### src/rtl/mem_port_arb_if.sv
// Bundle of requester-side and memory-controller-side signals for mem_port_arb.
// The master modport is the arbiter's view; slave is the environment's view.
interface mem_port_arb_if #(
  parameter int NPORT = 4,
  parameter int AW    = 32,
  parameter int DW    = 32
);
  logic [NPORT-1:0]        req;
  logic [NPORT-1:0]        we;
  logic [NPORT*AW-1:0]     p_addr;
  logic [NPORT*DW-1:0]     p_wdata;
  logic [NPORT*DW/8-1:0]   p_wmask;
  logic [NPORT-1:0]        gnt;
  logic [NPORT-1:0]        p_done;
  logic [DW-1:0]           p_rdata;
  logic [1:0]              rw_flag;
  logic [AW-1:0]           addr;
  logic [DW-1:0]           write_data;
  logic [DW/8-1:0]         write_mask;
  logic [DW-1:0]           read_data;
  logic                    busy;
  logic                    done;

  modport master (
    input  req, we, p_addr, p_wdata, p_wmask, read_data, busy, done,
    output gnt, p_done, p_rdata, rw_flag, addr, write_data, write_mask
  );

  modport slave (
    output req, we, p_addr, p_wdata, p_wmask, read_data, busy, done,
    input  gnt, p_done, p_rdata, rw_flag, addr, write_data, write_mask
  );
endinterface

### src/rtl/mem_port_arb.sv
// N-port arbiter onto a single memory-controller channel, one transaction at a time.
// Round-robin by default; define MEM_ARB_FIXED_PRIO_EN for lowest-index-wins priority.
module mem_port_arb #(
  parameter int NPORT = 4,
  parameter int AW    = 32,
  parameter int DW    = 32
) (
  input logic            CLK,
  input logic            RST,
  mem_port_arb_if.master bus
);
  localparam int PW = (NPORT > 1) ? $clog2(NPORT) : 1;
  localparam int MW = DW / 8;

  typedef enum logic [1:0] {
    IDLE    = 2'd0,
    ACTIVE  = 2'd1,
    RECOVER = 2'd2
  } state_t;

  state_t            state_q, state_d;
  logic [NPORT-1:0]  gnt_q, gnt_d;
  logic [NPORT-1:0]  p_done_q, p_done_d;
  logic [DW-1:0]     p_rdata_q, p_rdata_d;
  logic [1:0]        rw_flag_q, rw_flag_d;
  logic [AW-1:0]     addr_q, addr_d;
  logic [DW-1:0]     wdata_q, wdata_d;
  logic [MW-1:0]     wmask_q, wmask_d;

  logic [PW-1:0]     win_s;
  logic              sel_we_s;
  logic [AW-1:0]     sel_addr_s;
  logic [DW-1:0]     sel_wdata_s;
  logic [MW-1:0]     sel_wmask_s;

`ifndef MEM_ARB_FIXED_PRIO_EN
  logic [PW-1:0]     last_q, last_d;
  logic [PW:0]       sum_s;
  logic [PW:0]       idx_s;
  logic              found_s;

  // Round-robin search starting just after the previous winner.
  always_comb begin
    win_s   = '0;
    found_s = 1'b0;
    sum_s   = '0;
    idx_s   = '0;
    for (int k = 1; k <= NPORT; k++) begin
      sum_s = {1'b0, last_q} + (PW+1)'(k);
      idx_s = (sum_s >= (PW+1)'(NPORT)) ? (sum_s - (PW+1)'(NPORT)) : sum_s;
      if (!found_s && bus.req[idx_s[PW-1:0]]) begin
        win_s   = idx_s[PW-1:0];
        found_s = 1'b1;
      end else begin
        found_s = found_s;
      end
    end
  end
`else
  // Fixed priority: scanning downwards leaves the lowest requesting index.
  always_comb begin
    win_s = '0;
    for (int i = NPORT - 1; i >= 0; i--) begin
      win_s = bus.req[i] ? PW'(i) : win_s;
    end
  end
`endif

  // Pick out the winning port's command fields.
  always_comb begin
    sel_we_s    = 1'b0;
    sel_addr_s  = '0;
    sel_wdata_s = '0;
    sel_wmask_s = '0;
    for (int i = 0; i < NPORT; i++) begin
      if (win_s == PW'(i)) begin
        sel_we_s    = bus.we[i];
        sel_addr_s  = bus.p_addr[i*AW +: AW];
        sel_wdata_s = bus.p_wdata[i*DW +: DW];
        sel_wmask_s = bus.p_wmask[i*MW +: MW];
      end else begin
        sel_we_s = sel_we_s;
      end
    end
  end

  // Next-state and registered-output logic.
  always_comb begin
    state_d   = state_q;
    gnt_d     = gnt_q;
    p_done_d  = '0;
    p_rdata_d = p_rdata_q;
    rw_flag_d = rw_flag_q;
    addr_d    = addr_q;
    wdata_d   = wdata_q;
    wmask_d   = wmask_q;
`ifndef MEM_ARB_FIXED_PRIO_EN
    last_d    = last_q;
`endif
    case (state_q)
      IDLE: begin
        if (!bus.busy && (|bus.req)) begin
          gnt_d     = {{(NPORT-1){1'b0}}, 1'b1} << win_s;
          rw_flag_d = sel_we_s ? 2'b10 : 2'b01;
          addr_d    = sel_addr_s;
          wdata_d   = sel_we_s ? sel_wdata_s : '0;
          wmask_d   = sel_we_s ? sel_wmask_s : '0;
`ifndef MEM_ARB_FIXED_PRIO_EN
          last_d    = win_s;
`endif
          state_d   = ACTIVE;
        end else begin
          gnt_d     = '0;
          rw_flag_d = 2'b00;
          state_d   = IDLE;
        end
      end
      ACTIVE: begin
        if (bus.done) begin
          p_done_d  = gnt_q;
          p_rdata_d = (rw_flag_q == 2'b01) ? bus.read_data : p_rdata_q;
          gnt_d     = '0;
          rw_flag_d = 2'b00;
          state_d   = RECOVER;
        end else begin
          state_d   = ACTIVE;
        end
      end
      RECOVER: begin
        state_d = IDLE;
      end
      default: begin
        gnt_d     = '0;
        rw_flag_d = 2'b00;
        state_d   = IDLE;
      end
    endcase
  end

  // State and output registers with synchronous active-low reset.
  always_ff @(posedge CLK) begin
    if (!RST) begin
      state_q   <= IDLE;
      gnt_q     <= '0;
      p_done_q  <= '0;
      p_rdata_q <= '0;
      rw_flag_q <= 2'b00;
      addr_q    <= '0;
      wdata_q   <= '0;
      wmask_q   <= '0;
`ifndef MEM_ARB_FIXED_PRIO_EN
      last_q    <= PW'(NPORT - 1);
`endif
    end else begin
      state_q   <= state_d;
      gnt_q     <= gnt_d;
      p_done_q  <= p_done_d;
      p_rdata_q <= p_rdata_d;
      rw_flag_q <= rw_flag_d;
      addr_q    <= addr_d;
      wdata_q   <= wdata_d;
      wmask_q   <= wmask_d;
`ifndef MEM_ARB_FIXED_PRIO_EN
      last_q    <= last_d;
`endif
    end
  end

  assign bus.gnt        = gnt_q;
  assign bus.p_done     = p_done_q;
  assign bus.p_rdata    = p_rdata_q;
  assign bus.rw_flag    = rw_flag_q;
  assign bus.addr       = addr_q;
  assign bus.write_data = wdata_q;
  assign bus.write_mask = wmask_q;
endmodule

### src/flat_wrapper.sv
// flat-port wrapper written by rule: the top's interface ports become plain ports
module mem_port_arb_flat 
#(
  parameter int NPORT = 4,
  parameter int AW    = 32,
  parameter int DW    = 32
)
  (CLK, RST, bus_req, bus_we, bus_p_addr, bus_p_wdata, bus_p_wmask, bus_read_data, bus_busy, bus_done, bus_gnt, bus_p_done, bus_p_rdata, bus_rw_flag, bus_addr, bus_write_data, bus_write_mask);
  mem_port_arb_if #(.NPORT(NPORT), .AW(AW), .DW(DW)) bus_i ();
  input logic CLK;
  input logic RST;
  input wire logic [$bits(bus_i.req)-1:0] bus_req;
  input wire logic [$bits(bus_i.we)-1:0] bus_we;
  input wire logic [$bits(bus_i.p_addr)-1:0] bus_p_addr;
  input wire logic [$bits(bus_i.p_wdata)-1:0] bus_p_wdata;
  input wire logic [$bits(bus_i.p_wmask)-1:0] bus_p_wmask;
  input wire logic [$bits(bus_i.read_data)-1:0] bus_read_data;
  input wire logic [$bits(bus_i.busy)-1:0] bus_busy;
  input wire logic [$bits(bus_i.done)-1:0] bus_done;
  output wire logic [$bits(bus_i.gnt)-1:0] bus_gnt;
  output wire logic [$bits(bus_i.p_done)-1:0] bus_p_done;
  output wire logic [$bits(bus_i.p_rdata)-1:0] bus_p_rdata;
  output wire logic [$bits(bus_i.rw_flag)-1:0] bus_rw_flag;
  output wire logic [$bits(bus_i.addr)-1:0] bus_addr;
  output wire logic [$bits(bus_i.write_data)-1:0] bus_write_data;
  output wire logic [$bits(bus_i.write_mask)-1:0] bus_write_mask;
  assign bus_i.req = bus_req;
  assign bus_i.we = bus_we;
  assign bus_i.p_addr = bus_p_addr;
  assign bus_i.p_wdata = bus_p_wdata;
  assign bus_i.p_wmask = bus_p_wmask;
  assign bus_i.read_data = bus_read_data;
  assign bus_i.busy = bus_busy;
  assign bus_i.done = bus_done;
  assign bus_gnt = bus_i.gnt;
  assign bus_p_done = bus_i.p_done;
  assign bus_p_rdata = bus_i.p_rdata;
  assign bus_rw_flag = bus_i.rw_flag;
  assign bus_addr = bus_i.addr;
  assign bus_write_data = bus_i.write_data;
  assign bus_write_mask = bus_i.write_mask;
  mem_port_arb #(.NPORT(NPORT), .AW(AW), .DW(DW)) u_core (.CLK(CLK), .RST(RST), .bus(bus_i));
endmodule
### config.mk
export PLATFORM = sky130hd
export DESIGN_NAME = mem_port_arb_flat
export DESIGN_NICKNAME = d
export VERILOG_FILES = /design/src/rtl/mem_port_arb_if.sv /design/src/rtl/mem_port_arb.sv /design/src/flat_wrapper.sv
export SDC_FILE = /design/constraint.sdc
export NUM_CORES = 1
export LEC_CHECK = 0
export BUFFER_PORTS_ARGS = -buffer_cell sky130_fd_sc_hd__buf_2
export CORE_AREA = 2 2 167 169
export DETAILED_ROUTE_END_ITERATION = 8
export DIE_AREA = 0 0 169 171
export GPL_ROUTABILITY_DRIVEN = 0
export GPL_TIMING_DRIVEN = 0
export PLACE_DENSITY_LB_ADDON = 0.1
export RECOVER_POWER = 100
export SLEW_MARGIN = 30
export SYNTH_ARGS = -nofsm -noshare
export SYNTH_HDL_FRONTEND = slang
export SYNTH_SLANG_ARGS = --single-unit
### constraint.sdc
create_clock -name CLK -period 2.5 [get_ports CLK]
set_clock_uncertainty 0.1 [all_clocks]
set_input_delay 0.25 -clock CLK [delete_from_list [all_inputs] [get_ports CLK]]
set_output_delay 0.25 -clock CLK [all_outputs]
set_load 0.02 [all_outputs]
---- Yosys cells after proc, flatten, opt, wreduce, memory -nomap -nowiden ----
Index checks and enable logic that the tools add are counted.
operators by class
  add/sub/neg operators ................... 8
  multipliers ............................. 0
  divide/modulo/power cells ............... 0
  order comparisons ....................... 8
  eq/ne operators ......................... 7
  shifts and indexed selects .............. 1
  mux-type cells .......................... 47
  bitwise logic cells ..................... 1
  reductions and logical operators ........ 15
operator list
  operator               number
  $mux W32               9
  $mux W4                7
  $mux W2                12
  $ge A3 B3 Y1 const B   4
  $lt A2 B3 Y1 const B   4
  $mux W1                12
  $pmux W4 S3            1
  $bmux W1 S2            4
  $sub A2 B1 Y2 const B  4
  $add A2 B2 Y3 const B  2
  $eq A2 B1 Y1 const B   3
  $eq A2 B2 Y1 const B   3
  $pmux W2 S3            1
  $reduce_and A3 Y1      2
  $logic_and A1 B1 Y1    4
  $logic_not A1 Y1       4
  $logic_not A2 Y1       2
  $pmux W2 S2            1
  $reduce_and A2 Y1      2
  $reduce_or A4 Y1       1
  $shl A1 B2 Y4 const A  1
  $add A2 B1 Y3 const B  1
  $add A2 B3 Y3 const B  1
  $ne A2 B2 Y1 const B   1
  $not A1 Y1             1
word-level totals
  register bits after elaboration ......... 114
  latch bits .............................. 0
  RAM bits ................................ 0
  ROM bits ................................ 0
  bits of input ports ..................... 316
  memories ................................ 0

---- Depth between registers and ports, before layout ----
Gate-level depths: netlist (run 1).
  depth after elaboration ................. 23
  gate-level depth with buffers ........... 10
  depth with buffers taken out ............ 5

---- Least setup slack after synthesis (run 1) ----
Ideal clock, no wire load.
  path kind ............................... flip-flop to flip-flop
  start ................................... register u_core.last_q[1]
  end ..................................... register u_core.wdata_q[10], in the netlist u_core.bus.write_data[10]
  arrival time ............................ 1.920 ns
  data required time ...................... 2.304 ns
  path slack .............................. 0.384 ns
  stages on the path, launching flop included .. 10
  path through ............................ dfxtp_1 -> buf_6 -> a21o_1 -> buf_2 -> a31oi_2 -> o221a_2 -> or2_1 -> buf_6 -> buf_6 -> o41ai_2
on the way
  longest elaborated chain between the ends .. 21
  elaborated cells between the ends (all ways) .. 50
  classes of those cells .................. add/sub: 8; order compare: 4; eq/ne: 3; mux: 28; reduce/logical: 7
RTL lines
  what                                              line                 RTL
  from (decl)                                       mem_port_arb.sv:37   logic [PW-1:0] last_q, last_d;
  from (signal assigned)                            mem_port_arb.sv:152  last_q <= PW'(NPORT - 1);
  from (signal assigned)                            mem_port_arb.sv:164  last_q <= last_d;
  $add A2 B1 Y3                                     mem_port_arb.sv:49   sum_s = {1'b0, last_q} + (PW+1)'(k);
  $ge A3 B3 Y1 or $sub A2 B1 Y2 (tied branches)     mem_port_arb.sv:50   idx_s = (sum_s >= (PW+1)'(NPORT)) ? (sum_s - (PW+1)'(NPORT)) : sum_s;
  $mux W2                                           mem_port_arb.sv:50
  $bmux W1 S2                                       mem_port_arb.sv:51   if (!found_s && bus.req[idx_s[PW-1:0]]) begin
  $mux W1 (not written as such)                     mem_port_arb.sv:51
  $mux W1                                           mem_port_arb.sv:51
  $logic_not A1 Y1                                  mem_port_arb.sv:51
  $logic_and A1 B1 Y1                               mem_port_arb.sv:51
  (+2 left out)                                     -
  $logic_and A1 B1 Y1                               mem_port_arb.sv:51
  $mux W1                                           mem_port_arb.sv:51
  $logic_not A1 Y1                                  mem_port_arb.sv:51
  $logic_and A1 B1 Y1                               mem_port_arb.sv:51
  $mux W2 *                                         mem_port_arb.sv:51
  $logic_not A2 Y1                                  mem_port_arb.sv:76   if (win_s == PW'(i)) begin
  $mux W32 or $mux W1 (tied branches) (4 in a row)  mem_port_arb.sv:76
  $mux W32 *                                        mem_port_arb.sv:106  wdata_d = sel_we_s ? sel_wdata_s : '0;
  to (signal assigned)                              mem_port_arb.sv:161  wdata_q <= wdata_d;
  to (decl)                                         mem_port_arb.sv:27   logic [DW-1:0] wdata_q, wdata_d;
Every way passes the cells marked *; elsewhere a longest branch is shown, timed or not. The select of a mux whose other input is x is not followed.
A chain may end at the register's enable or synchronous reset.

---- Worst setup path after layout (run 1) ----
  start ................................... register u_core.last_q[1]
  end ..................................... register u_core.wdata_q[28], in the netlist u_core.bus.write_data[28]
The elaborated chain is that of the path after synthesis.

==> results.txt, run 1 <==
WL per Instance -> 19.0 µm
Critical Path RT -> 2.72 ns
Root buffer cell -> clkbuf_16
WL met3 -> 2630 µm
Die area -> 28900 µm²
Total power per unit cell area -> 622 nW/µm²
Starting density of the core -> 0.246
Clk pin slew, worst setup/hold paths -> 0.06 ns
Setup Total Neg Slack -> 0 ns
Die Span Y -> 171 µm
Slowest cell on crit path -> o41ai_4
CP Capture Type -> register
Worst-Margin Slew -> 0.739 ns
Yosys top cell by area -> dfxtp_1
Post-synth net total -> 1225
HP Start -> bus_done
Wl on met1 -> 13500 µm
Tcrit/Tclk final -> 0.965
Synth warn -> 0
FF-to-FF setup slack -> 0.09 ns
Most frequent cells after synthesis -> nand2_1, dfxtp_1, clkbuf_1, and3_1, a21oi_1
LEAKAGE -> 4.67 nW
Max Slew Vio Count -> 0
FF+latch count, synth -> 114
First-pass GRT wire length -> 48600 µm
Unique masters post-synth -> 40
Total gr overflow -> 0
Fmax -> 415 MHz
CTS tree -> yes
Clock Power Share -> 0.374
Most used cell, CP -> buf_6
Reg power frac -> 0.317
Top cells by area, synth -> dfxtp_1, nand2_1, o41ai_2
Initial antenna violation count -> 6
FF-to-FF Start -> u_core.last_q[1]
Cells after DPL -> 1680
Met2 WL -> 16600 µm
Core Footprint -> 27300 µm²
Crit path from -> u_core.last_q[1]
Post-Syn Area -> 6710 µm²
Layout cells sized above 1 -> 0.307
Int Power -> 4.07 mW
Synth top area share -> 0.340
P_sw -> 2.29 mW
Syn avg cell area -> 7.38 µm²
Critical Path Max Stage Delay -> 0.34 ns
Layout Cells excl Fill -> 1751
WL final -> 33300 µm
Post-route DRC -> 0
Final Setup Violations -> 0
Num rows -> 61
Vias per inst -> 4.85
Vias -> 8495
Port bufs -> 425
Clock latency on the worst-skew pair -> 0.41 ns
Worst Setup Start Kind -> register
Min Hold Slack -> 0.0750 ns
Final ANT Viol Nets -> 0
R2R cell count -> 10
Vias in the first global route -> 8440
Worst-path maximum fanout -> 10
Peak supply drop -> 0.340 mV
Top-count cell post-synth -> nand2_1
Critical Path, Cell by Cell -> buf_6 > a21o_1 > buf_6 > a31oi_4 > buf_4 > o221a_2 > or2_4 > buf_6 > buf_8 > o41ai_4
Largest delay contributor family on the critical path -> compound AO/OA/AOI/OAI gates
Largest net degree at the start of global routing -> 17
DRT Pass-1 Iters -> 4
Async SR Flop Fraction -> 0
Main synth FF type -> dfxtp_1
RR Endpoint -> u_core.bus.write_data[28]
WS Path Type -> register to register
Cell count along the critical path -> 10
Logic pwr share -> 0.310
Total track usage -> 0.219
Synthesis-to-finish area growth -> 52.2%
Number of synthesized flops with an enable pin -> 0
Worst min-delay path class -> primary input to register
RSZ-0062 raised after global routing -> yes
Die width -> 169 µm
Maxcap violations -> 0
Sw Share -> 0.360
Worst Path Buf+Inv -> 5
Top Metal Used -> met5
Hold Vio Cnt, Final -> 0
CTS max path bufs -> 2
Total CTS buffers -> 17
Crit path arrival time -> 2.63 ns
Number of DRC markers in iteration 0 -> 395
Num ports -> 426
Post-Syn Instances -> 909
Final #Nets -> 1706
Clk sinks -> 114
Max_slew headroom -> 0.502
H-tree depth -> 4
Outcome -> completed
Seq/Total Area, Yosys -> 0.340
Period minus WS final -> 2.41 ns
Post-DP HPWL -> 25700 µm
Critical Path Sink -> u_core.bus.write_data[28]
power by group through the flow:
| stage | logic (mW) | clock network (mW) | registers (mW) |
|---|---|---|---|
| after floorplan | 0.966 | 0 | 2.18 |
| after global placement | 1.90 | 0 | 2.05 |
| after detailed placement | 1.90 | 0 | 2.05 |
| after CTS | 1.98 | 2.44 | 2.01 |
| after global routing | 2.16 | 2.51 | 2.02 |
| final | 1.97 | 2.38 | 2.01 |
worst min-delay path by stage:
stage / slack [ns] / cells after the start / to
finish: 0.08 / 3 / u_core.state_q[0]
global route: 0.08 / 3 / u_core.state_q[0]
CTS: 0.05 / 3 / u_core.state_q[0]
detailed placement: 0.34 / 2 / u_core.bus.addr[26]
global placement: 0.34 / 2 / u_core.bus.p_rdata[30]
floorplan: 0.29 / 2 / u_core.bus.p_rdata[0]
per-stage QoR:
| stage | power, mW | cell area (µm²) | utilization | setup slack (ns) |
|---|---|---|---|---|
| detailed placement | 3.95 | 9270 | 0.339 | -0.571 |
| finish | 6.35 | 10200 | 0.374 | 0.0887 |
| global route | 6.69 | 10200 | 0.374 | -0.0000759 |
| CTS | 6.43 | 10200 | 0.375 | 0.0148 |
| global placement | 3.95 | 9270 | 0.339 | -0.530 |
| floorplan | 3.15 | 6710 | - | 0.384 |
worst reg2reg max path, delay by kind of cell, from the launching register on:
family                 cells  cell delay (ns)
AOI/OAI and AO/OA          4             0.88
and+or+nand+nor            1             0.27
DFF                        1             0.32
buffers and inverters      5             0.75
registers in the layout, indices dropped and copies added, names as in the netlist:
name and count:
u_core.bus.addr 32, u_core.bus.p_rdata 32, u_core.bus.write_data 32, u_core.bus.gnt 4, u_core.bus.p_done 4, u_core.bus.write_mask 4
u_core.bus.rw_flag 2, u_core.last_q 2, u_core.state_q 2
layout make-up:
class | count | area, µm²
Sequential cell | 114 | 2280
Tap cell | 346 | 433
Timing Repair Buffer | 464 | 2370
Antenna cell | 3 | 7.51
Clock buffer | 17 | 425
Inverter | 38 | 143
Multi-Input combinational cell | 661 | 3970
Buffer | 94 | 450
Fill cell | 3083 | 17100
Clock inverter | 14 | 128
metal layers:
metal	vias up	global-route usage
met5	-	0
met4	4	0.0528
met3	33	0.0675
met2	325	0.396
met1	3921	0.252
li1	4212	-
cell usage in the layout (no fill, tap or decap), types with 2 or more instances in the layout:
cell	synthesis	final
clkbuf_2	0	14
clkbuf_16	0	17
clkinv_2	0	3
buf_8	0	2
diode_2	0	3
a32oi_1	4	4
clkbuf_1	75	168
clkinvlp_4	0	4
buf_1	1	3
a311oi_1	33	33
nand2_1	310	309
and2_1	4	3
buf_2	14	325
nand2b_1	2	2
o41ai_2	30	25
and3_1	73	73
buf_4	0	6
buf_6	6	5
a2111oi_0	32	31
clkbuf_4	0	2
inv_6	0	6
inv_1	37	37
nand3_1	36	36
dlygate4sd3_1	0	32
a21oi_1	69	68
a311o_1	33	33
o21ai_0	3	3
o41ai_1	6	6
dfxtp_1	114	113
o41ai_4	0	5
or2_4	0	2
nor2_1	7	6
repair_timing:
| item | 4_1_cts | 5_1_grt |
|---|---|---|
| hold buffers | 32 | 0 |
| pin swaps | 1 | 0 |
| buffers inserted | 4 | 3 |
| gates resized for setup | 17 | 31 |
| endpoints found under the hold margin | 32 | 0 |
| endpoints found under the setup margin | 71 | 52 |
kinds of logic after synthesis:
kind of cell	after synthesis	synth area share
and+or+nand+nor	441	0.289
AOI/OAI and AO/OA	219	0.286
muxes	1	0.00149
buffers and inverters	134	0.0842
DFF	114	0.340
Power figures use the tool's default switching activity.
==> run 2: changes to the inputs <==
==> constraint.sdc (replaced) <==
create_clock -name CLK -period 2.5 [get_ports CLK]
set_clock_uncertainty 0.1 [all_clocks]
set_input_delay 0.625 -clock CLK [delete_from_list [all_inputs] [get_ports CLK]]
set_output_delay 0.625 -clock CLK [all_outputs]
set_load 0.02 [all_outputs]
==> results.txt, run 2 (synthesis results as in run 1) <==
Die Span Y -> 171 µm (unchanged)
Max Slew Vio Count -> 0 (unchanged)
Peak supply drop -> 0.347 mV (+2.1%)
RSZ-0062 raised after global routing -> yes
CP Capture Type -> register
Setup Total Neg Slack -> 0 ns (unchanged)
Worst-Margin Slew -> 0.724 ns (-0.0154 ns)
Die width -> 169 µm (unchanged)
LEAKAGE -> 4.55 nW (-2.6%)
CTS tree -> yes
Clock latency on the worst-skew pair -> 0.41 ns (about the same)
Total gr overflow -> 0 (unchanged)
Core Footprint -> 27300 µm² (unchanged)
Clk sinks -> 114 (unchanged)
Post-Route Utilization -> 0.362 (-0.0117)
Cells after DPL -> 1680 (unchanged)
Hold Vio Cnt, Final -> 0 (unchanged)
First-pass GRT wire length -> 48200 µm (-0.79%)
Worst setup margin -> 0.0347 ns (-0.0540 ns)
Hold buffers post-CTS -> 0 (-100%)
Outcome -> completed
Vias in the first global route -> 8353 (-1.0%)
Final Setup Violations -> 0 (unchanged)
Met3 Track Usage GR -> 0.0685 (+0.000925)
Synthesis-to-finish area growth -> 47.4%
Worst Setup Start Kind -> primary input
Worst min-delay path class -> primary input to register
Tcrit/Tclk final -> 0.986 (+0.0216)
Layout Cells excl Fill -> 1720 (-1.8%)
Num rows -> 61 (unchanged)
Number of DRC markers in iteration 0 -> 369 (-6.6%)
Fmax -> 406 MHz (-2.2%)
Vias per inst -> 4.86 (+0.26%)
Clk pin slew, worst setup/hold paths -> 0.07 ns (about the same)
Layout cells sized above 1 -> 0.318 (+0.0108)
Post-route DRC -> 0 (unchanged)
Total power per unit cell area -> 638 nW/µm² (+2.5%)
Design Area, Final -> 9890 µm² (-3.1%)
Initial antenna violation count -> 6 (unchanged)
Worst-path maximum fanout -> 10 (unchanged)
Worst slack, placed -> -0.939 ns (-0.368 ns)
H-tree depth -> 4 (unchanged)
Total power -> 6.31 mW (-0.69%)
Highest-count cells in the layout ignoring fill and taps -> buf_2, nand2_1, clkbuf_1
Num ports -> 426 (unchanged)
Min Hold Slack -> 0.330 ns (+0.255 ns)
CTS max path bufs -> 2 (unchanged)
Final ANT Viol Nets -> 0 (unchanged)
Total CTS buffers -> 17 (unchanged)
Starting density of the core -> 0.246 (unchanged)
Crit path arrival time -> 2.68 ns (+0.05 ns)
WL final -> 33000 µm (-0.72%)
Max_slew headroom -> 0.513 (+0.0104)
Total track usage -> 0.218 (-0.00128)
Period minus WS final -> 2.47 ns (+0.0540 ns)
DRT Pass-1 Iters -> 4 (unchanged)
Largest net degree at the start of global routing -> 17 (unchanged)
DP Area -> 9270 µm² (unchanged)
GRT met2 Usage -> 0.396 (-0.000713)
Port bufs -> 425 (unchanged)
Post-DP HPWL -> 25700 µm (unchanged)
Die area -> 28900 µm² (unchanged)
WL per Instance -> 19.2 µm (+1.1%)
Final #Nets -> 1674 (-1.9%)
Commonest non-fill, non-tap cell in the layout -> buf_2
Root buffer cell -> clkbuf_16
Maxcap violations -> 0 (unchanged)
WS Path Type -> primary input to register
Busiest grt layer -> met2
Met1 GRT Util -> 0.249 (-0.00367)
Vias -> 8366 (-1.5%)
Critical Path RT -> 2.72 ns (about the same)
## run 2: changes by cell type in the layout (fill, tap and decap cells not counted)
cell	delta
buf_1	-1
clkbuf_1	-4
dlygate4sd3_1	-32
buf_6	+2
diode_2	+1
buf_8	-2
clkbuf_2	+4
buf_2	+1
## run 2: final cells by class
type | count | area [µm²]
diodes | 4 | 10.0
plain buffers | 94 | 449
clock buffers | 17 | 425
clock inverters | 14 | 128
fillers | 3116 | 17400
inverters | 38 | 143
multi-input cells | 661 | 3970
flip-flops and latches | 114 | 2280
well taps | 346 | 433
repair buffers | 432 | 2050
## run 2: what timing repair did
item	4_1_cts	5_1_grt
resized for setup	19	35
setup buffers	4	3
pin swaps	1	1
setup endpoints to repair	74	58
## run 2: metal layers
metal / part of all wire / vias up
met2: 0.50 / 325
met5: 0.00064 / -
met4: 0.013 / 4
met3: 0.076 / 28
li1: - / 4152
met1: 0.41 / 3857
## run 2: final timing paths
| path | startpoint | end | slack (ns) | cells after the start |
|---|---|---|---|---|
| max | bus_req[3] | u_core.bus.write_data[3] | 0.03 | 10 |
| min reg2reg | u_core.bus.addr[2] | u_core.bus.addr[2] | 0.35 | 2 |
| min | bus_read_data[24] | u_core.bus.p_rdata[24] | 0.33 | 3 |
| max reg2reg | u_core.last_q[1] | u_core.bus.write_data[4] | 0.05 | 9 |
## run 2: power by group
group	internal [mW]	total (mW)	switching [mW]
registers	1.94	2.01	0.0707
logic	0.719	1.92	1.20
clock network	1.37	2.38	1.00
total	4.03	6.31	2.28
## run 2: worst max-delay path, stage by stage
cell	delay, ns
buf_2	0.13
nor2_1	0.13
buf_2	0.28
a31oi_4	0.08
buf_4	0.17
o221a_2	0.29
or2_4	0.27
buf_6	0.15
buf_6	0.17
o41ai_4	0.35
==> run 3: changes to the inputs <==
--- a/config.mk
+++ b/config.mk
@@ -6,9 +6,9 @@
 export NUM_CORES = 1
 export LEC_CHECK = 0
 export BUFFER_PORTS_ARGS = -buffer_cell sky130_fd_sc_hd__buf_2
-export CORE_AREA = 2 2 167 169
+export CORE_AREA = 2 2 168 170
 export DETAILED_ROUTE_END_ITERATION = 8
-export DIE_AREA = 0 0 169 171
+export DIE_AREA = 0 0 170 172
 export GPL_ROUTABILITY_DRIVEN = 0
 export GPL_TIMING_DRIVEN = 0
 export PLACE_DENSITY_LB_ADDON = 0.1
==> results.txt, run 3 (synthesis results as in run 1) <==
H-tree depth -> 4 (unchanged)
CP Capture Type -> register
Max Slew Vio Count -> 0 (unchanged)
Vias -> 8328 (-0.45%)
Clk sinks -> 114 (unchanged)
WS Path Type -> register to register
Clock latency on the worst-skew pair -> 0.41 ns (about the same)
Clk pin slew, worst setup/hold paths -> 0.07 ns (about the same)
Hold Vio Cnt, Final -> 0 (unchanged)
Total power -> 6.36 mW (+0.82%)
Post-DP HPWL -> 25600 µm (-0.46%)
Port bufs -> 425 (unchanged)
Critical Path RT -> 2.67 ns (-0.05 ns)
Critical Path, Cell by Cell -> buf_6 > a21o_1 > clkbuf_4 > a31o_2 > buf_6 > clkbuf_4 > a2111oi_1 > a311o_1 > a21oi_1
Max_slew headroom -> 0.512 (-0.000840)
Hold buffers post-CTS -> 0 (unchanged)
CTS max path bufs -> 2 (unchanged)
Num ports -> 426 (unchanged)
RSZ-0062 raised after global routing -> yes
Worst Path Buf+Inv -> 4 (-1)
Worst-path maximum fanout -> 10 (unchanged)
WL per Instance -> 19.0 µm (-0.95%)
Highest-count cells in the layout ignoring fill and taps -> buf_2, nand2_1, clkbuf_1
Number of DRC markers in iteration 0 -> 313 (-15%)
Total CTS buffers -> 17 (unchanged)
Core Footprint -> 27500 µm² (+0.56%)
WL final -> 32700 µm (-1.1%)
Outcome -> completed
Vias per inst -> 4.85 (-0.34%)
DRT Pass-1 Iters -> 5 (+1)
Vias in the first global route -> 8264 (-1.1%)
Layout cells sized above 1 -> 0.321 (+0.00266)
Num rows -> 61 (unchanged)
Fmax -> 417 MHz (+2.8%)
Slowest cell on crit path -> a2111oi_1
Initial antenna violation count -> 3 (-3)
Worst-Margin Slew -> 0.725 ns (+0.00125 ns)
Starting density of the core -> 0.244 (-0.00136)
Commonest non-fill, non-tap cell in the layout -> buf_2
Largest net degree at the start of global routing -> 17 (unchanged)
DP Area -> 9270 µm² (unchanged)
Final Setup Violations -> 0 (unchanged)
Tcrit/Tclk final -> 0.960 (-0.0265)
LEAKAGE -> 4.49 nW (-1.3%)
Critical Path Max Stage Delay -> 0.47 ns (+0.12 ns)
Layout Cells excl Fill -> 1718 (-0.12%)
Worst Setup Start Kind -> register
Period minus WS final -> 2.40 ns (-0.0663 ns)
Total power per unit cell area -> 644 nW/µm² (+1.1%)
Final ANT Viol Nets -> 0 (unchanged)
Maxcap violations -> 0 (unchanged)
Total track usage -> 0.215 (-0.00318)
Design Area, Final -> 9870 µm² (-0.23%)
First-pass GRT wire length -> 48000 µm (-0.46%)
Die area -> 29200 µm² (+1.2%)
Worst min-delay path class -> primary input to register
Die width -> 170 µm (+0.59%)
Peak supply drop -> 0.308 mV (-11%)
Post-route DRC -> 0 (unchanged)
Root buffer cell -> clkbuf_16
Synthesis-to-finish area growth -> 47.1%
Largest delay contributor family on the critical path -> compound AO/OA/AOI/OAI gates
Total gr overflow -> 0 (unchanged)
Die Span Y -> 172 µm (+0.58%)
Cells after DPL -> 1680 (unchanged)
Final #Nets -> 1671 (-0.18%)
CTS tree -> yes
Crit path arrival time -> 2.57 ns (-0.11 ns)
==> run 3: cell count changes in the layout (fill, tap and decap cells not counted), moves of 3 or more <==
cell	before	now
buf_4	6	2
buf_2	326	323
o41ai_4	5	0
a2111oi_0	31	24
o41ai_1	6	13
a2111oi_2	1	5
clkbuf_2	18	25
clkbuf_1	164	160
==> run 3: worst reg2reg max path, cell delays in order, from the launching register on <==
cell	delay, ns
dfxtp_1	0.31
buf_6	0.13
a21o_1	0.15
clkbuf_4	0.19
a31o_2	0.29
buf_6	0.18
clkbuf_4	0.21
a2111oi_1	0.47
a311o_1	0.18
a21oi_1	0.06
==> run 3: worst paths after layout <==
path	from	end	slack, ns	depth (start not counted)
setup reg to reg	u_core.last_q[1]	u_core.bus.addr[31]	0.10	9
setup / recovery	u_core.last_q[1]	u_core.bus.addr[31]	0.10	9
hold reg to reg	u_core.bus.p_rdata[27]	u_core.bus.p_rdata[27]	0.35	2
hold / removal	bus_read_data[23]	u_core.bus.p_rdata[23]	0.34	3
==> run 3: cell type report <==
class | instances | area, µm²
Antenna cell | 4 | 10.0
Buffer | 95 | 469
Clock buffer | 17 | 425
Clock inverter | 15 | 149
Fill cell | 3118 | 17600
Inverter | 38 | 143
Multi-Input combinational cell | 661 | 3920
Sequential cell | 114 | 2280
Tap cell | 346 | 433
Timing Repair Buffer | 428 | 2040
==> run 3: what timing repair did <==
action / 4_1_cts / 5_1_grt
gates resized for setup: 29 / 43
pin swaps: 1 / 0
setup endpoints to repair: 74 / 59
buffers inserted: 3 / 0
==> run 3: routing by layer <==
metal | share of wire | track usage | wire length [µm] | up-vias
met2 | 0.51 | 0.393 | 16600 | 305
met4 | 0.0098 | 0.0483 | 320 | 0
met1 | 0.41 | 0.252 | 13600 | 3851
li1 | - | - | - | 4156
met5 | 0 | 0 | 0 | -
met3 | 0.069 | 0.0547 | 2240 | 16
==> run 3: power by group <==
part	total, mW	internal (mW)	switching, mW
logic	1.91	0.726	1.19
clock network	2.44	1.40	1.04
registers	2.01	1.94	0.0715
total	6.36	4.06	2.30
==> run 3: through the flow <==
step           worst slack, ns  TNS [ns]   util  hold slack, ns
3_5_place_dp            -0.886    -48.36  0.337           0.346
4_1_cts                0.00990         0  0.363           0.316
6_report                 0.101         0  0.359           0.338
3_3_place_gp            -0.915    -48.61  0.337           0.340
2_1_floorplan            0.158         0      -           0.422
5_1_grt                -0.0438   -0.0806  0.359           0.318
